**config.mk**
```make
export PLATFORM = sky130hd
export DESIGN_NAME = mt_stream_buffer
export DESIGN_NICKNAME = d
export VERILOG_FILES = /design/src/rtl/mt_pkg.sv /design/src/rtl/sync_fifo_fwft.sv /design/src/rtl/mt_stream_buffer.sv
export SDC_FILE = /design/constraint.sdc
export NUM_CORES = 1
export LEC_CHECK = 0
export CORE_MARGIN = 1
export CORE_UTILIZATION = 40
export CTS_CLUSTER_DIAMETER = 30
export DETAILED_ROUTE_END_ITERATION = 8
export PLACE_DENSITY = 0.59
export SLEW_MARGIN = 20
export SYNTH_ARGS = -nofsm -noshare
export SYNTH_HDL_FRONTEND = slang
export SYNTH_SLANG_ARGS = --single-unit
```
**constraint.sdc**
```tcl
create_clock -name clk -period 2.9 [get_ports clk]
set_clock_uncertainty 0.15 [all_clocks]
set_input_delay 0.58 -clock clk [delete_from_list [all_inputs] [get_ports clk]]
set_output_delay 0.58 -clock clk [all_outputs]
set_load 0.01 [all_outputs]
```
**src/rtl/mt_pkg.sv**
```systemverilog
// Shared MT19937 definitions used by the twister core and its stream buffer.
// Contents: word width, recurrence constants N/M, twist matrix, tempering
// masks and shifts, the mt_word_t type and a tempering helper.
package mt_pkg;

    localparam int unsigned MT_WORD_W = 32;
    localparam int unsigned MT_N      = 624;
    localparam int unsigned MT_M      = 397;

    localparam logic [31:0] MT_MATRIX_A = 32'h9908_B0DF;
    localparam logic [31:0] MT_UPPER    = 32'h8000_0000;
    localparam logic [31:0] MT_LOWER    = 32'h7FFF_FFFF;
    localparam logic [31:0] MT_MASK_B   = 32'h9D2C_5680;
    localparam logic [31:0] MT_MASK_C   = 32'hEFC6_0000;

    localparam int unsigned MT_SHIFT_U = 11;
    localparam int unsigned MT_SHIFT_S = 7;
    localparam int unsigned MT_SHIFT_T = 15;
    localparam int unsigned MT_SHIFT_L = 18;

    typedef logic [MT_WORD_W-1:0] mt_word_t;

    // Standard MT19937 output tempering of one state word.
    function automatic mt_word_t mt_temper(input mt_word_t y_in);
        mt_word_t y;
        y = y_in;
        y = y ^ (y >> MT_SHIFT_U);
        y = y ^ ((y << MT_SHIFT_S) & MT_MASK_B);
        y = y ^ ((y << MT_SHIFT_T) & MT_MASK_C);
        y = y ^ (y >> MT_SHIFT_L);
        return y;
    endfunction

endpackage

```
**src/rtl/sync_fifo_fwft.sv**
```systemverilog
// Synchronous first-word-fall-through FIFO with register-array storage.
// Ports:
//   clk, rst          clock, synchronous active-high reset
//   i_push, i_wdata   write request and data (ignored when full)
//   i_pop             advance head (ignored when empty)
//   o_rdata           head word, valid whenever o_empty=0
//   o_empty, o_full   occupancy flags
//   o_level           occupancy 0..DEPTH
module sync_fifo_fwft #(
    parameter int unsigned DEPTH = 16,
    parameter int unsigned WIDTH = 32
) (
    input  logic                     clk,
    input  logic                     rst,
    input  logic                     i_push,
    input  logic [WIDTH-1:0]         i_wdata,
    input  logic                     i_pop,
    output logic [WIDTH-1:0]         o_rdata,
    output logic                     o_empty,
    output logic                     o_full,
    output logic [$clog2(DEPTH):0]   o_level
);

    localparam int unsigned AW = $clog2(DEPTH);
    localparam logic [AW:0] FULL_LVL = (AW+1)'(DEPTH);

    logic [WIDTH-1:0] r_mem [DEPTH];
    logic [AW-1:0]    r_wptr;
    logic [AW-1:0]    r_rptr;
    logic [AW:0]      r_level;

    logic w_push;
    logic w_pop;
    logic w_empty;
    logic w_full;

    assign w_empty = (r_level == '0);
    assign w_full  = (r_level == FULL_LVL);
    assign w_push  = i_push & ~w_full;
    assign w_pop   = i_pop & ~w_empty;

    // Pointers wrap naturally since DEPTH is a power of two; level is kept
    // separately so full and empty are unambiguous.
    always_ff @(posedge clk) begin
        if (rst) begin
            r_wptr  <= '0;
            r_rptr  <= '0;
            r_level <= '0;
        end else begin
            if (w_push) r_wptr <= r_wptr + 1'b1;
            if (w_pop)  r_rptr <= r_rptr + 1'b1;
            case ({w_push, w_pop})
                2'b10:   r_level <= r_level + 1'b1;
                2'b01:   r_level <= r_level - 1'b1;
                default: r_level <= r_level;
            endcase
        end
    end

    // Storage needs no reset; contents are only observed once written.
    always_ff @(posedge clk) begin
        if (w_push) r_mem[r_wptr] <= i_wdata;
    end

    assign o_rdata = r_mem[r_rptr];
    assign o_empty = w_empty;
    assign o_full  = w_full;
    assign o_level = r_level;

endmodule

```
**src/rtl/mt_stream_buffer.sv**
```systemverilog
// Adapts the Mersenne-twister core's ready/trig/r_num pulse interface to a
// valid/ready stream, prefetching words into an FWFT FIFO so consumers do not
// see the core's regeneration gaps. A settle counter enforces the core's
// read-settle time between successive trig pulses.
// Ports:
//   clk, rst     clock, synchronous active-high reset (shared with the core)
//   mt_ready     core holds a valid tempered word on mt_num
//   mt_num       tempered word from the core
//   mt_trig      one-cycle pulse advancing the core; word sampled same cycle
//   m_valid      head word available
//   m_data       head word
//   m_ready      consumer accepts head word this cycle
//   level        FIFO occupancy 0..DEPTH
module mt_stream_buffer
    import mt_pkg::*;
#(
    parameter int unsigned DEPTH  = 16,
    parameter int unsigned SETTLE = 2,
    // Must match the core output width.
    parameter int unsigned WORD_W = MT_WORD_W
) (
    input  logic                     clk,
    input  logic                     rst,
    input  logic                     mt_ready,
    input  logic [WORD_W-1:0]        mt_num,
    output logic                     mt_trig,
    output logic                     m_valid,
    output logic [WORD_W-1:0]        m_data,
    input  logic                     m_ready,
    output logic [$clog2(DEPTH):0]   level
);

    localparam int unsigned SW = $clog2(SETTLE + 1);

    logic [SW-1:0] r_scnt;

    logic w_cap;
    logic w_pop;
    logic w_empty;
    logic w_full;

    // Full is taken from the registered level, so a same-cycle pop never
    // unblocks a capture. Trig is suppressed while reset is held.
    assign w_cap = mt_ready & (r_scnt == '0) & ~w_full & ~rst;
    assign w_pop = ~w_empty & m_ready;

    always_ff @(posedge clk) begin
        if (rst) begin
            r_scnt <= '0;
        end else if (w_cap) begin
            r_scnt <= SW'(SETTLE);
        end else if (r_scnt != '0) begin
            r_scnt <= r_scnt - 1'b1;
        end
    end

    sync_fifo_fwft #(
        .DEPTH (DEPTH),
        .WIDTH (WORD_W)
    ) u_fifo (
        .clk     (clk),
        .rst     (rst),
        .i_push  (w_cap),
        .i_wdata (mt_num),
        .i_pop   (w_pop),
        .o_rdata (m_data),
        .o_empty (w_empty),
        .o_full  (w_full),
        .o_level (level)
    );

    assign mt_trig = w_cap;
    assign m_valid = ~w_empty;

endmodule

```
# ---- After elaboration in Yosys (flattened, before gate mapping)
# Memories as Yosys holds them, arrays and structs flattened. A register that Yosys moved wholly into a read port is not among the register bits.
# Cells that the tools add are included.
dict set report totals {
  out_inout_bits 39
  ram_bits 512
  wordCells 36
  input_bits 36
  regBits 15
  memories 1
}
# name words word_bits rd rd_ports_with_merged_regs write_ports line_no
set mem_list {}
lappend mem_list {u_fifo.r_mem 16 32 1 1 1 sync_fifo_fwft.sv:27} ;# logic [WIDTH-1:0] r_mem [DEPTH];
dict set report op_classes {
  n_mux 7
  bitwise 9
  n_reduce_logical 6
  addsub 5
  eq_ne 3
}
# op n
set op_table {}
lappend op_table {{5-bit one-hot mux with 2 select lines} 1}
lappend op_table {{4-bit by 1-bit adder with 4-bit output, second input constant} 2}
lappend op_table {{4-bit two-way mux} 2}
lappend op_table {{1-bit AND} 6}
lappend op_table {{2-bit nonzero test} 3}
lappend op_table {{5-bit by 1-bit adder with 5-bit output, second input constant} 1}
lappend op_table {{5-bit == test, second input constant} 1}
lappend op_table {{5-bit logical NOT} 1}
lappend op_table {{5-bit by 1-bit subtractor with 5-bit output, second input constant} 1}
lappend op_table {{2-bit two-way mux} 2}
lappend op_table {{1-bit inverter} 3}
lappend op_table {{2-bit by 1-bit == test with 1-bit output, second input constant} 1}
lappend op_table {{2-bit == test, second input constant} 1}
lappend op_table {{2-bit logical NOT} 1}
lappend op_table {{1-bit two-way mux} 2}
lappend op_table {{2-bit OR reduction} 1}
lappend op_table {{2-bit by 1-bit subtractor with 2-bit output, second input constant} 1}

# ---- Depth between registers and ports, before layout
dict set report depth {
  depth_word 7
  depth_mapped 12
  mapped_depth_nobuf 10
}

# ---- Hierarchy
# Synthesis repeated with hierarchy kept, for this count alone.
dict set report hier_totals {
  hier_cells 919
  area_unflattened_um2 20209.4
}
# module cells_each area_each_um2 seq_area_each_um2 n_inst
set by_module_without_submodules {}
lappend by_module_without_submodules {sync_fifo_fwft 909 20120.5 15715.1 1}
lappend by_module_without_submodules {mt_stream_buffer 10 88.8 40.0 1}

# ---- Least setup slack after synthesis
# OpenSTA, ideal clock, no wires.
dict set report synth_path {
  kind {register -> register}
  from {reg u_fifo.r_level[0] (netlist: u_fifo.o_level[0])}
  to {reg u_fifo.r_level[4] (netlist: u_fifo.o_level[4])}
  path_slack_ns -0.306
  setup_time_ns 0.127
  arrival_time_ns 2.929
  n_path_buf 2
  period_less_slack_ns 3.206
  path_stages_with_launch 13
  t_required_ns 2.623
  path_cell_list {dfxtp_1 -> or4_4 -> o211a_1 -> buf_6 -> nand2b_1 -> ha_1 -> buf_2 -> xor2_1 -> ha_1 -> a21oi_1 -> a221o_1 -> and3_1 -> or3_1}
}
dict set report synth_between {
  elab_chain_len 7
  elab_cells_between_ends 15
  classes_between {add/sub (2); eq/ne (3); mux (1); bitwise (7); reduce/logical (2)}
}
# element line_no
set synth_rtl {}
lappend synth_rtl {{from (decl)} sync_fifo_fwft.sv:30} ;# logic [AW:0] r_level;
lappend synth_rtl {{from (signal assigned)} sync_fifo_fwft.sv:53} ;# 2'b10: r_level <= r_level + 1'b1;
lappend synth_rtl {{from (signal assigned)} sync_fifo_fwft.sv:54} ;# 2'b01: r_level <= r_level - 1'b1;
lappend synth_rtl {{from (signal assigned)} sync_fifo_fwft.sv:55} ;# default: r_level <= r_level;
lappend synth_rtl {{5-bit == test} sync_fifo_fwft.sv:38} ;# assign w_full = (r_level == FULL_LVL);
lappend synth_rtl {{1-bit inverter} {sync_fifo_fwft.sv:39, mt_stream_buffer.sv:44}}
lappend synth_rtl {{1-bit AND (2 in series)} mt_stream_buffer.sv:44} ;# assign w_cap = mt_ready & (r_scnt == '0) & ~w_full & ~rst;
lappend synth_rtl {{1-bit AND} sync_fifo_fwft.sv:39} ;# assign w_push = i_push & ~w_full;
lappend synth_rtl {{2-bit by 1-bit == test with 1-bit output or 2-bit == test (tied branches)} sync_fifo_fwft.sv:52} ;# case ({w_push, w_pop})
lappend synth_rtl {{5-bit one-hot mux with 2 select lines or 2-bit nonzero test (tied branches)} --}
# Several ways; a longest one is shown, not always the timed one.
# A chain may end at the register's enable or synchronous reset.

==> summary.txt <==
status - finished, violations left
failing checks - negative setup slack
DIE AREA - 0.05136 mm^2
most frequent cells after synthesis - edfxtp_1 (512), mux4_2 (128), a22oi_1 (64), nand2_1 (35), clkbuf_1 (30)
Die W - 226.6 um
RSZ-0062 raised after global routing - yes
CTS tree - built
DR vias - 10260
leak pwr - 9.023 nW
number of antenna diodes - 0
final core utilization - 55.33%
non-filler cells, final - 1921
initial core utilization - 40.90%
Placed Instances - 1688
CP max FO - 4
final hold vios - 0
CP Class - reg -> out
area fraction of the dominant cell type after synthesis - 76.17%
Slew Viols, Final - 0
fmax - 313.7 MHz
Tot GR Track Use - 18.99%
number of warnings issued by yosys - 0
post-synthesis sequential area ratio - 78.06%
CORE AREA - 0.04936 mm^2
HP Start - r_scnt[0]
Pwr per Cell Area - 935.2 mW/mm^2
Root Buffer - clkbuf_16
initial antenna violation count - 1
# IOs - 75
total iterations of the first detailed-routing run - 8
top_reg_cell synth - edfxtp_1
nets - 1207
most common cell in the netlist - edfxtp_1
IO buf count - 74
Period minus WS final - 3.188 ns
Peak VDD IR - 601.6 uV
cell taking the most area after synthesis - edfxtp_1
Max-Cap Viols - 0
r2r startpoint - u_fifo.o_level[1]
DP Area - 0.02283 mm^2
design area - 0.02731 mm^2
EDFF count, synth - 512
die height - 226.6 um
Core Rows - 81
DP HPWL - 24490 um
CTS Buf Count - 107
Post-synth ARST share - 0%
Critical Path AT - 2.46 ns
worst relative slew slack - 62.33%
global-route wire length before repair - 69440 um
Worst-Margin Slew - 0.5633 ns
Yosys cell types - 43
DRT antenna net count - 0
total power - 25.54 mW
hold_buf cts - 0
Synth Register Bits - 531
H-tree depth - 3
vias in the first global route - 11040
Final Worst Setup Slack - -0.2877 ns
Area Growth Syn to Fin - 35.29%
final setup fails - 33
Worst Setup Start Kind - flop
global route overflow - 0
Synth area leaders - edfxtp_1 (76%), mux4_2 (14%), a22oi_1 (2.4%)
DRC - 0
via density per instance - 5.343
final wirelength - 46750 um
share of cells above drive strength 1 - 42.64%
clk_lat worst skew - 0.66 ns
Netlist Area Pre-Place - 0.02018 mm^2
WL per Instance - 24.33 um
Routability Congestion - 0.7228
worst hold slack - 0.3010 ns
CTS Sinks - 531
average cell area after synthesis - 22.08 um^2
syn_nets - 959
Max clock buf depth - 3
worst path required time - 2.17 ns
clk slew on worst S/H paths - 0.04 ns
Setup crit end kind - output port
post-synthesis cell count - 914
fin crit share - 109.9%
largest net degree at the start of global routing - 33
Worst Hold Class - reg -> reg
Starting DRT DRC Count - 741
-- area by class of cell --
class                   count  area [um^2]
fillers                  3698        22050
flip-flops and latches    531        15770
multi-input cells         325         4576
clock buffers             119         2723
repair buffers            187         2307
clock inverters            85         1066
well taps                 664        830.8
inverters                  10        37.54
-- worst max-delay path: stages, from the launching register on --
cell and delay [ns]:
dfxtp_4 0.38, buf_12 0.13, buf_12 0.12, buf_12 0.12
buf_12 0.11, mux4_2 0.50, a22oi_2 0.22, nand2_1 0.09
buf_2 0.14
-- report_power, final --
part,internal (mW),leakage (nW),switching (mW),total [mW]
clock network,8.54,1.82,4.04,12.6
registers,8.63,4.77,0.0842,8.71
logic,2.34,2.44,1.91,4.24
total,19.5,9.02,6.03,25.5
-- sequential cells by signal (all words and copies together), names as in the netlist, named ones only --
name,count
r_scnt,2
u_fifo.o_level,5
u_fifo.r_mem,512
u_fifo.r_wptr,4
u_fifo.r_rptr,4
-- layout by cell type, fill, tap and decap left out, drive strengths merged, types with 2 or more instances in the layout --
| cell | synthesis | final |
|---|---|---|
| clkbuf | 30 | 119 |
| nor2b | 3 | 3 |
| or3 | 2 | 2 |
| xnor2 | 2 | 2 |
| nand2 | 35 | 35 |
| nor2 | 20 | 20 |
| a21oi | 4 | 4 |
| clkinv | 0 | 50 |
| nand2b | 4 | 4 |
| a221o | 2 | 2 |
| a22oi | 64 | 64 |
| ha | 9 | 9 |
| clkdlybuf4s50 | 0 | 40 |
| nor3b | 5 | 5 |
| xor2 | 5 | 5 |
| mux2i | 3 | 3 |
| and2 | 13 | 13 |
| bufinv | 0 | 20 |
| o211ai | 2 | 2 |
| nand3 | 2 | 2 |
| mux4 | 128 | 128 |
| inv | 10 | 15 |
| nand4 | 2 | 2 |
| and3 | 2 | 2 |
| dfxtp | 19 | 19 |
| clkinvlp | 0 | 10 |
| dlygate4sd2 | 0 | 2 |
| edfxtp | 512 | 512 |
| o21ai | 3 | 3 |
| buf | 18 | 145 |
-- what timing repair did --
action	4_1_cts	5_1_grt
pin swaps	52	30
buffers inserted	20	5
endpoints found under the setup margin	35	34
cloned	8	0
endpoints found under the hold margin	0	0
gates resized for setup	197	34
-- layer usage --
layer	up-vias	GRT usage, %	routed length (um)
met5	-	0	12
met4	2	7.040	1068
met3	83	4.380	2696
met2	320	30.39	23410
met1	5441	25.36	19560
li1	4418	-	-
-- path summary, 6_finish.rpt --
| kind | endpoint | slack, ns | depth (start not counted) |
|---|---|---|---|
| min | r_scnt[0] | 0.30 | 1 |
| max reg2reg | u_fifo.o_level[4] | -0.02 | 9 |
| min reg2reg | r_scnt[0] | 0.30 | 1 |
| max | m_data[16] | -0.29 | 8 |
-- cell families (layout without fill, tap and decap cells) --
group           count (synthesis)  after routing  synth area share, %
compound gates                 80             80                2.938
mux                           132            132                14.49
flops                         531            531                78.06
xor+xnor                        7              7               0.3038
simple gates                   97             97                2.455
buf+inv                        58            401                1.203
fa+ha+maj                       9              9               0.5579
-- stage by stage --
step	setup TNS, ns	worst slack [ns]
global placement	-0.1804	-0.1804
detailed placement	-0.2421	-0.2421
floorplan	-18.35	-0.1423
global route	-9.924	-0.3801
finish	-6.906	-0.2877
CTS	-8.316	-0.3359
No activity file was read; power rests on OpenSTA's default activity.
